--- src/rtl/npu_spi_cmd_decoder.sv ---
// npu_spi_cmd_decoder: groups SPI bytes into 4-byte command frames, validates
// them and queues legal commands for the tile controller (valid/ready drain).
// Malformed frames are dropped and reported via sticky flags and a drop counter.
module npu_spi_cmd_decoder #(
   parameter int FIFO_DEPTH = 4,
   parameter int TILE_MAX   = 7
) (
   input  logic       clk,
   input  logic       rst,
   input  logic [7:0] rx_byte,
   input  logic       rx_valid,
   input  logic       frame_active,
   output logic       cmd_valid,
   input  logic       cmd_ready,
   output logic [7:0] cmd_code,
   output logic [2:0] cmd_tile_i,
   output logic [2:0] cmd_tile_j,
   output logic [2:0] cmd_op,
   output logic [7:0] cmd_data,
   output logic       err_frame,
   output logic       err_badcmd,
   output logic       err_overflow,
   output logic [7:0] drop_count,
   output logic       busy,
   input  logic       err_clear
);

   localparam int PTR_W = (FIFO_DEPTH > 1) ? $clog2(FIFO_DEPTH) : 1;
   localparam int CNT_W = PTR_W + 1;
   localparam logic [CNT_W-1:0] FIFO_FULL_CNT = CNT_W'(FIFO_DEPTH);
   localparam logic [2:0] TILE_LIM = 3'(TILE_MAX);

   typedef enum logic [2:0] {
      ST_IDLE,
      ST_COLLECT,
      ST_CHECK,
      ST_WAIT_END,
      ST_DROP
   } state_t;

   state_t           state_reg, state_next;
   logic [2:0]       byte_cnt_reg;
   logic [7:0]       frame_byte_reg [4];
   logic             fa_prev_reg;
   logic             counted_reg;

   // FIFO storage and bookkeeping
   logic [7:0]       code_mem [FIFO_DEPTH];
   logic [2:0]       ti_mem   [FIFO_DEPTH];
   logic [2:0]       tj_mem   [FIFO_DEPTH];
   logic [2:0]       op_mem   [FIFO_DEPTH];
   logic [7:0]       data_mem [FIFO_DEPTH];
   logic [PTR_W-1:0] wr_ptr_reg, rd_ptr_reg;
   logic [CNT_W-1:0] fifo_cnt_reg;

   logic             push, pop, fifo_full;
   logic             set_err_frame, set_err_badcmd, set_err_overflow, drop_evt;
   logic             frame_legal;
   logic [2:0]       f_tile_i, f_tile_j;

   assign f_tile_i  = frame_byte_reg[1][6:4];
   assign f_tile_j  = frame_byte_reg[1][2:0];

   // Opcode, tile range and reserved-bit checks on the assembled frame
   assign frame_legal = (frame_byte_reg[0] >= 8'h01) && (frame_byte_reg[0] <= 8'h04)
                     && (f_tile_i <= TILE_LIM) && (f_tile_j <= TILE_LIM)
                     && !frame_byte_reg[1][7] && !frame_byte_reg[1][3]
                     && (frame_byte_reg[2][7:3] == 5'd0);

   assign cmd_valid = (fifo_cnt_reg != '0);
   assign fifo_full = (fifo_cnt_reg == FIFO_FULL_CNT);
   assign pop       = cmd_valid && cmd_ready;
   assign busy      = (state_reg != ST_IDLE) || (fifo_cnt_reg != '0);

   // Head entry is presented straight from storage; zero while empty
   assign cmd_code   = cmd_valid ? code_mem[rd_ptr_reg] : 8'd0;
   assign cmd_tile_i = cmd_valid ? ti_mem[rd_ptr_reg]   : 3'd0;
   assign cmd_tile_j = cmd_valid ? tj_mem[rd_ptr_reg]   : 3'd0;
   assign cmd_op     = cmd_valid ? op_mem[rd_ptr_reg]   : 3'd0;
   assign cmd_data   = cmd_valid ? data_mem[rd_ptr_reg] : 8'd0;

   // Assembler state register, frame_active history and byte counter
   always_ff @(posedge clk or posedge rst) begin
      if (rst) begin
         state_reg    <= ST_IDLE;
         fa_prev_reg  <= 1'b0;
         byte_cnt_reg <= 3'd0;
         counted_reg  <= 1'b0;
      end else begin
         state_reg   <= state_next;
         fa_prev_reg <= frame_active;
         if (state_reg == ST_IDLE) begin
            byte_cnt_reg <= 3'd0;
            counted_reg  <= 1'b0;
         end else begin
            if (state_reg == ST_COLLECT && rx_valid)
               byte_cnt_reg <= byte_cnt_reg + 3'd1;
            if (drop_evt)
               counted_reg <= 1'b1;
         end
      end
   end

   // Capture each frame byte into its slot selected by the byte counter
   generate
      for (genvar gi = 0; gi < 4; gi++) begin : g_frame_byte
         always_ff @(posedge clk or posedge rst) begin
            if (rst)
               frame_byte_reg[gi] <= 8'd0;
            else if (state_reg == ST_COLLECT && rx_valid && byte_cnt_reg == 3'(gi))
               frame_byte_reg[gi] <= rx_byte;
         end
      end
   endgenerate

   // Next-state logic plus push and error event decode
   always_comb begin
      state_next       = state_reg;
      push             = 1'b0;
      set_err_frame    = 1'b0;
      set_err_badcmd   = 1'b0;
      set_err_overflow = 1'b0;
      drop_evt         = 1'b0;
      case (state_reg)
         ST_IDLE: begin
            if (frame_active && !fa_prev_reg)
               state_next = ST_COLLECT;
         end
         ST_COLLECT: begin
            // the 4th byte completes the frame even if cs deasserts in the same cycle
            if (rx_valid && byte_cnt_reg == 3'd3) begin
               state_next = ST_CHECK;
            end else if (!frame_active) begin
               state_next    = ST_DROP;
               set_err_frame = 1'b1;
            end
         end
         ST_CHECK: begin
            if (!frame_legal) begin
               state_next     = ST_DROP;
               set_err_badcmd = 1'b1;
            end else if (fifo_full && !pop) begin
               // a simultaneous pop frees a slot, so full-with-pop still pushes
               state_next       = ST_DROP;
               set_err_overflow = 1'b1;
            end else begin
               push       = 1'b1;
               state_next = ST_WAIT_END;
            end
         end
         ST_WAIT_END: begin
            if (rx_valid && frame_active) begin
               set_err_frame = 1'b1;
               drop_evt      = !counted_reg;
            end
            if (!frame_active)
               state_next = ST_IDLE;
         end
         ST_DROP: begin
            drop_evt   = 1'b1;
            state_next = frame_active ? ST_WAIT_END : ST_IDLE;
         end
         default: state_next = ST_IDLE;
      endcase
   end

   // Command storage write; no reset needed since validity comes from the count
   always_ff @(posedge clk) begin
      if (push) begin
         code_mem[wr_ptr_reg] <= frame_byte_reg[0];
         ti_mem[wr_ptr_reg]   <= f_tile_i;
         tj_mem[wr_ptr_reg]   <= f_tile_j;
         op_mem[wr_ptr_reg]   <= frame_byte_reg[2][2:0];
         data_mem[wr_ptr_reg] <= frame_byte_reg[3];
      end
   end

   // FIFO pointers and occupancy
   always_ff @(posedge clk or posedge rst) begin
      if (rst) begin
         wr_ptr_reg   <= '0;
         rd_ptr_reg   <= '0;
         fifo_cnt_reg <= '0;
      end else begin
         if (push)
            wr_ptr_reg <= wr_ptr_reg + PTR_W'(1);
         if (pop)
            rd_ptr_reg <= rd_ptr_reg + PTR_W'(1);
         if (push && !pop)
            fifo_cnt_reg <= fifo_cnt_reg + CNT_W'(1);
         else if (pop && !push)
            fifo_cnt_reg <= fifo_cnt_reg - CNT_W'(1);
      end
   end

   // Sticky error flags; a new event beats a simultaneous clear
   always_ff @(posedge clk or posedge rst) begin
      if (rst) begin
         err_frame    <= 1'b0;
         err_badcmd   <= 1'b0;
         err_overflow <= 1'b0;
      end else begin
         if (set_err_frame)
            err_frame <= 1'b1;
         else if (err_clear)
            err_frame <= 1'b0;
         if (set_err_badcmd)
            err_badcmd <= 1'b1;
         else if (err_clear)
            err_badcmd <= 1'b0;
         if (set_err_overflow)
            err_overflow <= 1'b1;
         else if (err_clear)
            err_overflow <= 1'b0;
      end
   end

   // Saturating drop counter; a drop coinciding with clear restarts at one
   always_ff @(posedge clk or posedge rst) begin
      if (rst) begin
         drop_count <= 8'd0;
      end else if (drop_evt) begin
         if (err_clear)
            drop_count <= 8'd1;
         else if (drop_count != 8'hFF)
            drop_count <= drop_count + 8'd1;
      end else if (err_clear) begin
         drop_count <= 8'd0;
      end
   end

endmodule

--- config.mk ---
export PLATFORM = sky130hd
export DESIGN_NAME = npu_spi_cmd_decoder
export DESIGN_NICKNAME = d
export VERILOG_FILES = /design/src/rtl/npu_spi_cmd_decoder.sv
export SDC_FILE = /design/constraint.sdc
export NUM_CORES = 1
export LEC_CHECK = 0
export BUFFER_PORTS_ARGS = -buffer_cell sky130_fd_sc_hd__buf_2
export CAP_MARGIN = 0
export CORE_MARGIN = 2
export CORE_UTILIZATION = 60
export DETAILED_ROUTE_END_ITERATION = 12
export PLACE_DENSITY_LB_ADDON = 0.3
export SYNTH_ARGS = -nofsm -noshare
export SYNTH_HDL_FRONTEND = slang
export SYNTH_SLANG_ARGS = --single-unit
--- constraint.sdc ---
create_clock -name clk -period 6.67 [get_ports clk]
set_clock_uncertainty 0.1 [all_clocks]
set_input_delay 0 -clock clk [delete_from_list [all_inputs] [get_ports clk]]
set_output_delay 0 -clock clk [all_outputs]
set_load 0.01 [all_outputs]
==> results by group <==
Synthesis
  • Share of the synthesized area in the top cell type: 0.460
  • #FFs+latches synth: 158
  • Fraction of registers with async set/reset: 0.367
  • Mapped Nets: ~410
  • Synth Area per Inst: ~17 sq um
  • Warnings from Yosys: 0
  • Register area share after synthesis: 0.682
  • Synth area leaders: edfxtp_1, dfrtp_1, mux4_2
  • Post-synth EDFFs: 100
  • Synth Cell Area: 6530 sq um
  • Top FF cell, synth: edfxtp_1
  • Cell taking the most area after synthesis: edfxtp_1
  • Post-synth cell types: 54
  • Post-Syn Instances: approximately 390

Worst setup path
  • Worst Setup Start Kind: register
  • Largest fanout on the critical path: 9
  • CP Capture Type: register
  • Worst EP required: roughly 7.0 ns
  • CP Class: reg2reg
  • CP Buf/Inv Count: 1
  • Crit-path cells: nor4_1 -> o2111ai_1 -> nor3_2 -> ha_1 -> inv_1 -> fa_1 -> xor2_1 -> nor2_1 -> xor2_1
  • Kind of cell adding the most delay to the critical path: simple AND/OR/NAND/NOR gates
  • Top cell by count, worst path: xor2_1
  • CP max-delay cell: nor3_2
  • Max stage delay on crit path: between 0.4 and 0.5 ns
  • Arrival time worst endpoint: between 3 and 4 ns

Floorplan
  • Die area: about 12,000 sq um
  • Die W: ~110 microns
  • Die H: about 110 microns
  • Effective utilization at floorplan: 0.607
  • IO Count: 52
  • Area of the core: approximately 11,000 sq um
  • Rows: 38

STA
  • Max frequency: roughly 350 MHz
  • Final-report hold violation count: 0
  • Final setup TNS: 0 ns
  • Final Max Slew Viols: 0
  • Final min period: between 2 and 3 ns
  • Slew margin rel.: 0.437
  • Period utilization: 0.432
  • Unrepaired setup endpoints after global routing: no
  • # setup viols final: 0
  • Tightest Pin Transition: around 0.84 ns

Placed design
  • Final GP Congestion: 0.815
  • Port Buf Inserts: 51
  • Placed cells: around 570
  • Dpl hpwl: between 7 and 8 mm

GRT
  • Largest net degree at the start of global routing: slightly below 60
  • Vias in the first global route: between 3,000 and 4,000
  • Initial antenna violation count: 0
  • GRT Residual Overflow: 0
  • First-pass GRT wire length: around 19 mm
  • Total track usage: 0.225

Pwr
  • Pwr dens: just over 400 nW/um^2
  • Sw frac: 0.292
  • Cell Int Power: approximately 2.2 mW
  • Maximum VDD drop: ~0.27 mV
  • Leak Pwr: slightly below 3 nW
  • Sequential power share: 0.452
  • Clock share of power: 0.292
  • Comb power frac: 0.255
  • Sw Pwr: about 0.91 mW

Routing
  • Routed WL: approximately 12 mm
  • Final ANT Viol Nets: 0
  • Post-route DRC: 0
  • Vias per cell: between 5 and 6
  • Average wire per standard cell: ~20 microns
  • Drt first pass iters: 4
  • Initial drt markers: around 200
  • Via count: about 3,600

Clock network
  • Hold_buf cts: 13
  • Clock Sinks: approximately 160
  • Number of buffers added for setup after CTS: 0
  • Clock insertion delay at the later pin of the skew report: about 0.53 ns
  • CTS tree: done
  • Clock slew at reported path FFs: about 0.07 ns
  • Total CTS buffers: 17
  • Max H-tree Level: 4
  • PostCTS Resize Cnt: 0
  • Root Buffer: clkbuf_8
  • CTS max path bufs: 2

Layout
  • N_diodes: 0
  • Cell Count, Final, Fillers Out: between 600 and 700
  • Nets: 484
  • P&R area growth vs syn: 16.5%
  • Most frequent cells in the layout: edfxtp_1, dfrtp_1, buf_2, mux2_2
  • Most common cell after layout, fill and taps aside: edfxtp_1
  • Share of post-route cells with drive strength above 1: 0.329

Job
  • Max-cap violation count: 0

Min path
  • Worst hold path class: in2reg

Status
  • Status: finished, final reports clean
[synthesized netlist by cell type, types with 5 or more instances]
master / number
mux2_2: 33
o21ai_0: 10
nand3_1: 8
ha_1: 11
inv_1: 16
edfxtp_1: 100
and2_1: 25
dfrtp_1: 58
mux4_2: 25
clkbuf_1: 5
buf_2: 5
a21oi_1: 5
nor2_1: 6
nand2_1: 12
[cells by family (layout without fill, tap and decap cells)]
logic type      after synthesis  count (layout)  synth area share
flops                       158             158             0.682
simple gates                 86              86            0.0801
buf+inv                      31             115            0.0211
compound gates               34              34            0.0378
mux                          60              60             0.146
xor+xnor                      6               6           0.00805
fa+ha+maj                    12              12            0.0242
[power by group through the flow]
stage / Combinational (mW) / Sequential, mW / Clock (mW)
after floorplan: 0.624 / 1.36 / 0
after global placement: 0.778 / 1.41 / 0
after detailed placement: 0.801 / 1.43 / 0
after CTS: 0.815 / 1.42 / 0.929
after global routing: 0.878 / 1.45 / 0.967
final: 0.799 / 1.42 / 0.916
[final timing paths]
check	startpoint	to	slack, ns	cells past startpoint
worst max-delay path	frame_byte_reg[28]	fifo_cnt_reg[2]	3.79	9
worst min-delay path	frame_active	fa_prev_reg	0.1	2
worst max register to register	frame_byte_reg[28]	fifo_cnt_reg[2]	3.79	9
worst min register to register	fifo_cnt_reg[2]	fifo_cnt_reg[2]	0.39	1
max in group asynchronous	rst	frame_byte_reg[5]	5.81	4
min in group asynchronous	rst	f_tile_i[1]	0.14	4
[layer usage]
layer / GRT usage / wire length, microns
met1: 0.292 / 5120
met2: 0.373 / 6160
met3: 0.0573 / 488
met4: 0.0824 / 259
met5: 0 / 0
[through the flow]
| step | power (mW) | setup slack (ns) | hold slack (ns) | instance area (sq um) | utilization |
|---|---|---|---|---|---|
| 2_1_floorplan | 1.99 | 4.23 | -0.0686 | 6530 | - |
| 3_5_place_dp | 2.23 | 3.80 | 0.0902 | 6900 | 0.642 |
| 3_3_place_gp | 2.19 | 3.95 | 0.0951 | 6900 | 0.642 |
| 5_1_grt | 3.29 | 3.52 | 0.0959 | 7610 | 0.708 |
| 4_1_cts | 3.16 | 3.75 | 0.0660 | 7610 | 0.708 |
| 6_report | 3.13 | 3.79 | 0.0956 | 7610 | 0.708 |
[cell type report]
| cell class | instances | area [sq um] |
|---|---|---|
| Multi-Input combinational cell | 198 | 1940 |
| Fill cell | 688 | 3140 |
| Tap cell | 140 | 175 |
| Inverter | 16 | 60.1 |
| Clock buffer | 21 | 470 |
| Clock inverter | 11 | 103 |
| Timing Repair Buffer | 67 | 408 |
| Sequential cell | 158 | 4450 |
Note: power is estimated with default switching activity, not from simulation.
